===== config.mk =====
export PLATFORM = sky130hd
export DESIGN_NAME = fpu_arb
export DESIGN_NICKNAME = d
export VERILOG_FILES = /design/src/rtl/fpu_arb_pkg.sv /design/src/rtl/fpu_arb_rr_pick2.sv /design/src/rtl/fpu_arb.sv
export SDC_FILE = /design/constraint.sdc
export NUM_CORES = 1
export LEC_CHECK = 0
export CAP_MARGIN = 15
export CORE_UTILIZATION = 42
export CTS_BUF_LIST = sky130_fd_sc_hd__clkbuf_4
export DETAILED_ROUTE_END_ITERATION = 10
export PLACE_DENSITY_LB_ADDON = 0.2
export SLEW_MARGIN = 25
export SYNTH_ARGS = -nofsm -noshare
export SYNTH_HDL_FRONTEND = slang
export SYNTH_SLANG_ARGS = --single-unit
export TNS_END_PERCENT = 5

===== constraint.sdc =====
create_clock -name clk -period 2.4 [get_ports clk]
set_input_delay 0.48 -clock clk [delete_from_list [all_inputs] [get_ports clk]]
set_output_delay 0.48 -clock clk [all_outputs]
set_load 0.02 [all_outputs]

===== src/rtl/fpu_arb_pkg.sv =====
// rtl/fpu_arb_pkg.sv - shared opcodes, state encoding and word width for fpu_arb
//
// Purpose : constants and types used by fpu_arb and its round-robin picker.
// Contents: WORD data width, FPU opcodes OPADDF..OPSUBF, farb_state_t,
//           is_valid_op() opcode range check.
package fpu_arb_pkg;

   localparam int WORD = 16;

   localparam logic [4:0] OPADDF = 5'h11;
   localparam logic [4:0] OPFTOI = 5'h12;
   localparam logic [4:0] OPITOF = 5'h13;
   localparam logic [4:0] OPMULF = 5'h14;
   localparam logic [4:0] OPRECF = 5'h15;
   localparam logic [4:0] OPSUBF = 5'h16;

   typedef enum logic [1:0] {
      FARB_IDLE  = 2'd0,
      FARB_ISSUE = 2'd1,
      FARB_WAIT  = 2'd2,
      FARB_RESP  = 2'd3
   } farb_state_t;

   // The FPU opcodes form one contiguous range.
   function automatic logic is_valid_op(input logic [4:0] op);
      return (op >= OPADDF) && (op <= OPSUBF);
   endfunction

endpackage


===== src/rtl/fpu_arb_rr_pick2.sv =====
// rtl/fpu_arb_rr_pick2.sv - combinational two-way round-robin picker
//
// Purpose: picks one of two requesters; under contention the one that is
//          not ptr wins, so ptr holds the most recently granted id.
// Ports  : req0, req1 - request lines
//          ptr        - id of the last grant
//          gnt        - at least one request present
//          id         - winning requester (meaningful only with gnt)
module rr_pick2 (
   input  logic req0,
   input  logic req1,
   input  logic ptr,
   output logic gnt,
   output logic id
);

   assign gnt = req0 | req1;
   assign id  = (req0 & req1) ? ~ptr : req1;

endmodule


===== src/rtl/fpu_arb.sv =====
// rtl/fpu_arb.sv - two-port round-robin sequencer sharing one multicycle FPU
//
// Purpose: grants one of two requesters, drives the FPU with the latched
//          opcode/operands, waits for done (bounded by TIMEOUT) and returns
//          the result with a one-cycle ack to the granted requester.
// Ports  : clk, rst_n                  - clock, async active-low reset
//          req0/instr0/opa0/opb0       - requester 0 (held until ack0)
//          req1/instr1/opa1/opb1       - requester 1 (held until ack1)
//          ack0, ack1                  - one-cycle result-valid pulses
//          res, err                    - result word and error flag, valid with ack
//          fpu_en/instr/op1/op2        - to the FPU
//          fpu_result, fpu_done        - from the FPU
module fpu_arb
   import fpu_arb_pkg::*;
#(
   parameter int TIMEOUT = 64,
   parameter int FIRST   = 0
) (
   input  logic            clk,
   input  logic            rst_n,
   input  logic            req0,
   input  logic [4:0]      instr0,
   input  logic [WORD-1:0] opa0,
   input  logic [WORD-1:0] opb0,
   input  logic            req1,
   input  logic [4:0]      instr1,
   input  logic [WORD-1:0] opa1,
   input  logic [WORD-1:0] opb1,
   output logic            ack0,
   output logic            ack1,
   output logic [WORD-1:0] res,
   output logic            err,
   output logic            fpu_en,
   output logic [4:0]      fpu_instr,
   output logic [WORD-1:0] fpu_op1,
   output logic [WORD-1:0] fpu_op2,
   input  logic [WORD-1:0] fpu_result,
   input  logic            fpu_done
);

   localparam logic [7:0] CNT_LAST  = 8'(TIMEOUT - 1);
   localparam logic       PTR_RESET = 1'(FIRST);

   farb_state_t     state, state_n;
   logic [7:0]      cnt, cnt_n;
   logic            ptr, ptr_n;
   logic            id_q, id_n;
   logic [4:0]      instr_q, instr_n;
   logic [WORD-1:0] opa_q, opa_n;
   logic [WORD-1:0] opb_q, opb_n;
   logic [WORD-1:0] res_q, res_n;
   logic            err_q, err_n;

   logic            pick_gnt;
   logic            pick_id;
   logic [4:0]      pick_instr;

   rr_pick2 u_pick (
      .req0 (req0),
      .req1 (req1),
      .ptr  (ptr),
      .gnt  (pick_gnt),
      .id   (pick_id)
   );

   assign pick_instr = pick_id ? instr1 : instr0;

   always_ff @(posedge clk or negedge rst_n) begin
      if (!rst_n) begin
         state   <= FARB_IDLE;
         cnt     <= '0;
         ptr     <= PTR_RESET;
         id_q    <= 1'b0;
         instr_q <= '0;
         opa_q   <= '0;
         opb_q   <= '0;
         res_q   <= '0;
         err_q   <= 1'b0;
      end else begin
         state   <= state_n;
         cnt     <= cnt_n;
         ptr     <= ptr_n;
         id_q    <= id_n;
         instr_q <= instr_n;
         opa_q   <= opa_n;
         opb_q   <= opb_n;
         res_q   <= res_n;
         err_q   <= err_n;
      end
   end

   always_comb begin
      state_n = state;
      cnt_n   = cnt;
      ptr_n   = ptr;
      id_n    = id_q;
      instr_n = instr_q;
      opa_n   = opa_q;
      opb_n   = opb_q;
      res_n   = res_q;
      err_n   = err_q;

      unique case (state)
         FARB_IDLE: begin
            if (pick_gnt) begin
               id_n    = pick_id;
               ptr_n   = pick_id;
               instr_n = pick_instr;
               opa_n   = pick_id ? opa1 : opa0;
               opb_n   = pick_id ? opb1 : opb0;
               if (is_valid_op(pick_instr)) begin
                  state_n = FARB_ISSUE;
               end else begin
                  // Bad opcode never reaches the FPU.
                  res_n   = '0;
                  err_n   = 1'b1;
                  state_n = FARB_RESP;
               end
            end
         end
         FARB_ISSUE: begin
            // fpu_done still reflects the previous op here; it is not looked at.
            cnt_n   = '0;
            state_n = FARB_WAIT;
         end
         FARB_WAIT: begin
            cnt_n = cnt + 8'd1;
            if (fpu_done) begin
               // A done arriving on the last allowed cycle still counts.
               res_n   = fpu_result;
               err_n   = 1'b0;
               state_n = FARB_RESP;
            end else if (cnt == CNT_LAST) begin
               res_n   = '0;
               err_n   = 1'b1;
               state_n = FARB_RESP;
            end
         end
         FARB_RESP: begin
            // Requests are deliberately not sampled so the acked side can drop req.
            state_n = FARB_IDLE;
         end
         default: state_n = FARB_IDLE;
      endcase
   end

   assign fpu_en    = (state == FARB_ISSUE) || (state == FARB_WAIT);
   assign fpu_instr = instr_q;
   assign fpu_op1   = opa_q;
   assign fpu_op2   = opb_q;

   assign ack0 = (state == FARB_RESP) && !id_q;
   assign ack1 = (state == FARB_RESP) &&  id_q;
   assign res  = (state == FARB_RESP) ? res_q : '0;
   assign err  = (state == FARB_RESP) && err_q;

endmodule


==> flow_summary.toml <==
[clock_network]
root_buffer = "clkbuf_4"
hold_buffers = 0
cts_tree = "built"
clkSinkCount = 65
cts.clk_slew.worst_paths_ns = 0.11
ctsLongestPathBuffers = 2
htreeDepth = 3
insertion_delay_ns = 0.41
numCtsBuffers = 9

[finish]
area_delta_synth_final_pct = 61.0
nFillCells = 521
final_nets = 546
fin_area_mm2 = 0.00495
layout.cells.most_common = "clkdlybuf4s50_1"
final_core_util = 0.713
layout_common_cells = "clkdlybuf4s50_1 (138), dfrtp_1 (64), nand2_1 (44)"
n_antenna_cell = 0
drive_gt1_frac = 0.0730

[power]
peakVddDrop_mv = 0.544
p_leak_nw = 2.34
powerDensity_mw_per_mm2 = 1100

[die]
initial_core_util = 0.443
rows = 30
coreArea_mm2 = 0.00694
io_pins = 152
dieWidth_um = 87.6
die-area_mm2 = 0.00767
dieHeight_um = 87.6

[yosys]
synth_area_mm2 = 0.00307
postSynthCellCount = 293
synth_top_family_by_area = "compound AO/OA/AOI/OAI gates"
syn_area_per_cell_um2 = 10.5
synth_warnings = 0
synthesis.nets = 392
synth_compound_area_frac = 0.145
ys_seq_area_frac = 0.529
synth_cell_types = 32
synthMuxAreaShare = 0.127
ys_seq_elements = 65
synth-xor-area-share = 0.00570
synthAdderAreaFrac = 0.0163
yosys.area_share.simple = 0.140

[timing]
drv_slew = 0
fin_skew_ns = 0.00783
setup_violations = 0
hold_viol = 0
slew_headroom = 0.590
fin_crit_ns = 2.29
worstMarginPinSlew_ns = 0.615
period_share = 0.956
fin_worst_hold_slack_ns = 0.0524
tns_ns = 0
fmax_ghz = 0.436

[route]
avgRoutedWirePerCell_um = 14.9
wl_um = 8160
vias = 2740
drcViolationCount = 0
ant_nets = 0
first_pass_iters = 4
initialDrtViolationCount = 112
avgViaCountPerCell = 5.00

[critical_path]
cp.required_ns = 1.92
crit_arrival_ns = 1.81
path_class = "reg2out"
cp-end-kind = "output port"
start_kind = "register"
cp_max_fo = 19

[run]
cap_viol_max_count = 0

[place]
place_area_mm2 = 0.00475
io_buffers = 151
place_congestion = 0.757
dp_hpwl_um = 6050

[run_status]
status = "finished, final reports clean"

[global_route]
grt_max_degree = 75
grt_pass1_vias = 2688
grtUsageTotal = 0.223
antenna_found_initial = 0
overflow = 0
grt_pass1_wl_um = 12900

[min_path]
min_path_type = "in2async"
==> per-stage QoR <==
stage | power (mW) | instances | setup WS, ns
after floorplan | 3.35 | 293 | 0.410
after global placement | 4.53 | 532 | -0.0549
after detailed placement | 4.64 | 532 | -0.108
after CTS | 5.51 | 548 | 0.00437
after global routing | 5.81 | 548 | -0.0120
final | 5.44 | 548 | 0.106
==> critical path, cell delays in order (launching register included) <==
cell and delay (ns):
dfrtp_2 0.43, ha_4 0.23, and2_1 0.15, clkdlybuf4s50_1 0.60
==> registers in the layout, indices dropped and copies added (netlist names) <==
signal / cells
fpu_op2: 16
fpu_op1: 16
res_q: 16
state: 2
err_q: 1
fpu_instr: 5
id_q: 1
cnt: 8
==> cell type report <==
type | count | area, um2 | area share
Clock inverter | 7 | 95.1 | 0.0192
Multi-Input combinational cell | 204 | 1370 | 0.277
Inverter | 6 | 22.5 | 0.00455
Clock buffer | 9 | 67.6 | 0.0137
Tap cell | 96 | 120 | 0.0243
Sequential cell | 65 | 1630 | 0.329
Timing Repair Buffer | 161 | 1650 | 0.332
==> report_power, final <==
part | internal (mW) | total (mW) | switching (mW)
sequential | 1.56 | 1.84 | 0.275
clock | 0.422 | 0.845 | 0.423
combinational | 1.29 | 2.76 | 1.46
total | 3.28 | 5.44 | 2.16
==> metal layers <==
layer | vias up | global-route usage | part of all wire
li1 | 1340 | - | -
met1 | 1286 | 0.256 | 0.41
met2 | 101 | 0.386 | 0.50
met3 | 13 | 0.0745 | 0.074
met4 | 0 | 0.0879 | 0.015
met5 | - | 0 | 0
==> what timing repair did <==
item,CTS,global route
resized for setup,3,12
setup endpoints to repair,20,19
buffers inserted,0,0
==> worst paths after layout <==
| kind | depth (start not counted) | from | end | slack, ns |
|---|---|---|---|---|
| setup / recovery | 3 | state[1] | res[11] | 0.11 |
| max in group asynchronous | 2 | rst_n | state[1] | 1.71 |
| min in group clk | 2 | fpu_op2[8] | fpu_op2[8] | 0.49 |
| hold reg to reg | 2 | fpu_op2[8] | fpu_op2[8] | 0.49 |
| hold / removal | 1 | rst_n | fpu_op1[6] | 0.05 |
| setup reg to reg | 8 | state[0] | res_q[7] | 0.24 |
==> synth_stat cells, drive strengths merged <==
cell,count,share of area
dfrtp,65,0.53
nand2,44,0.054
o21ai,42,0.068
mux2i,39,0.13
a22o,19,0.054
and2,18,0.037
clkbuf,11,0.013
buf,7,0.015
inv,6,0.0073
nor2,6,0.0073
a21oi,5,0.0081
nand3,5,0.0098
ha,4,0.016
a31oi,2,0.0041
and3,2,0.0041
nor3,2,0.0033
nor4,2,0.0061
o2bb2ai,2,0.0057
xnor2,2,0.0057
a21boi,1,0.0024
and4,1,0.0028
nand2b,1,0.0020
nand3b,1,0.0024
nand4b,1,0.0028
nor2b,1,0.0020
o31ai,1,0.0024
or3,1,0.0020
or3b,1,0.0028
or4,1,0.0024
==> logic make-up (layout without fill, tap and decap cells) <==
family | count (synthesis) | after routing
flops | 65 | 65
compound gates | 72 | 72
mux | 39 | 39
fa+ha+maj | 4 | 4
xor+xnor | 2 | 2
buf+inv | 24 | 183
simple gates | 87 | 87
No activity file was read; power rests on OpenSTA's default activity.
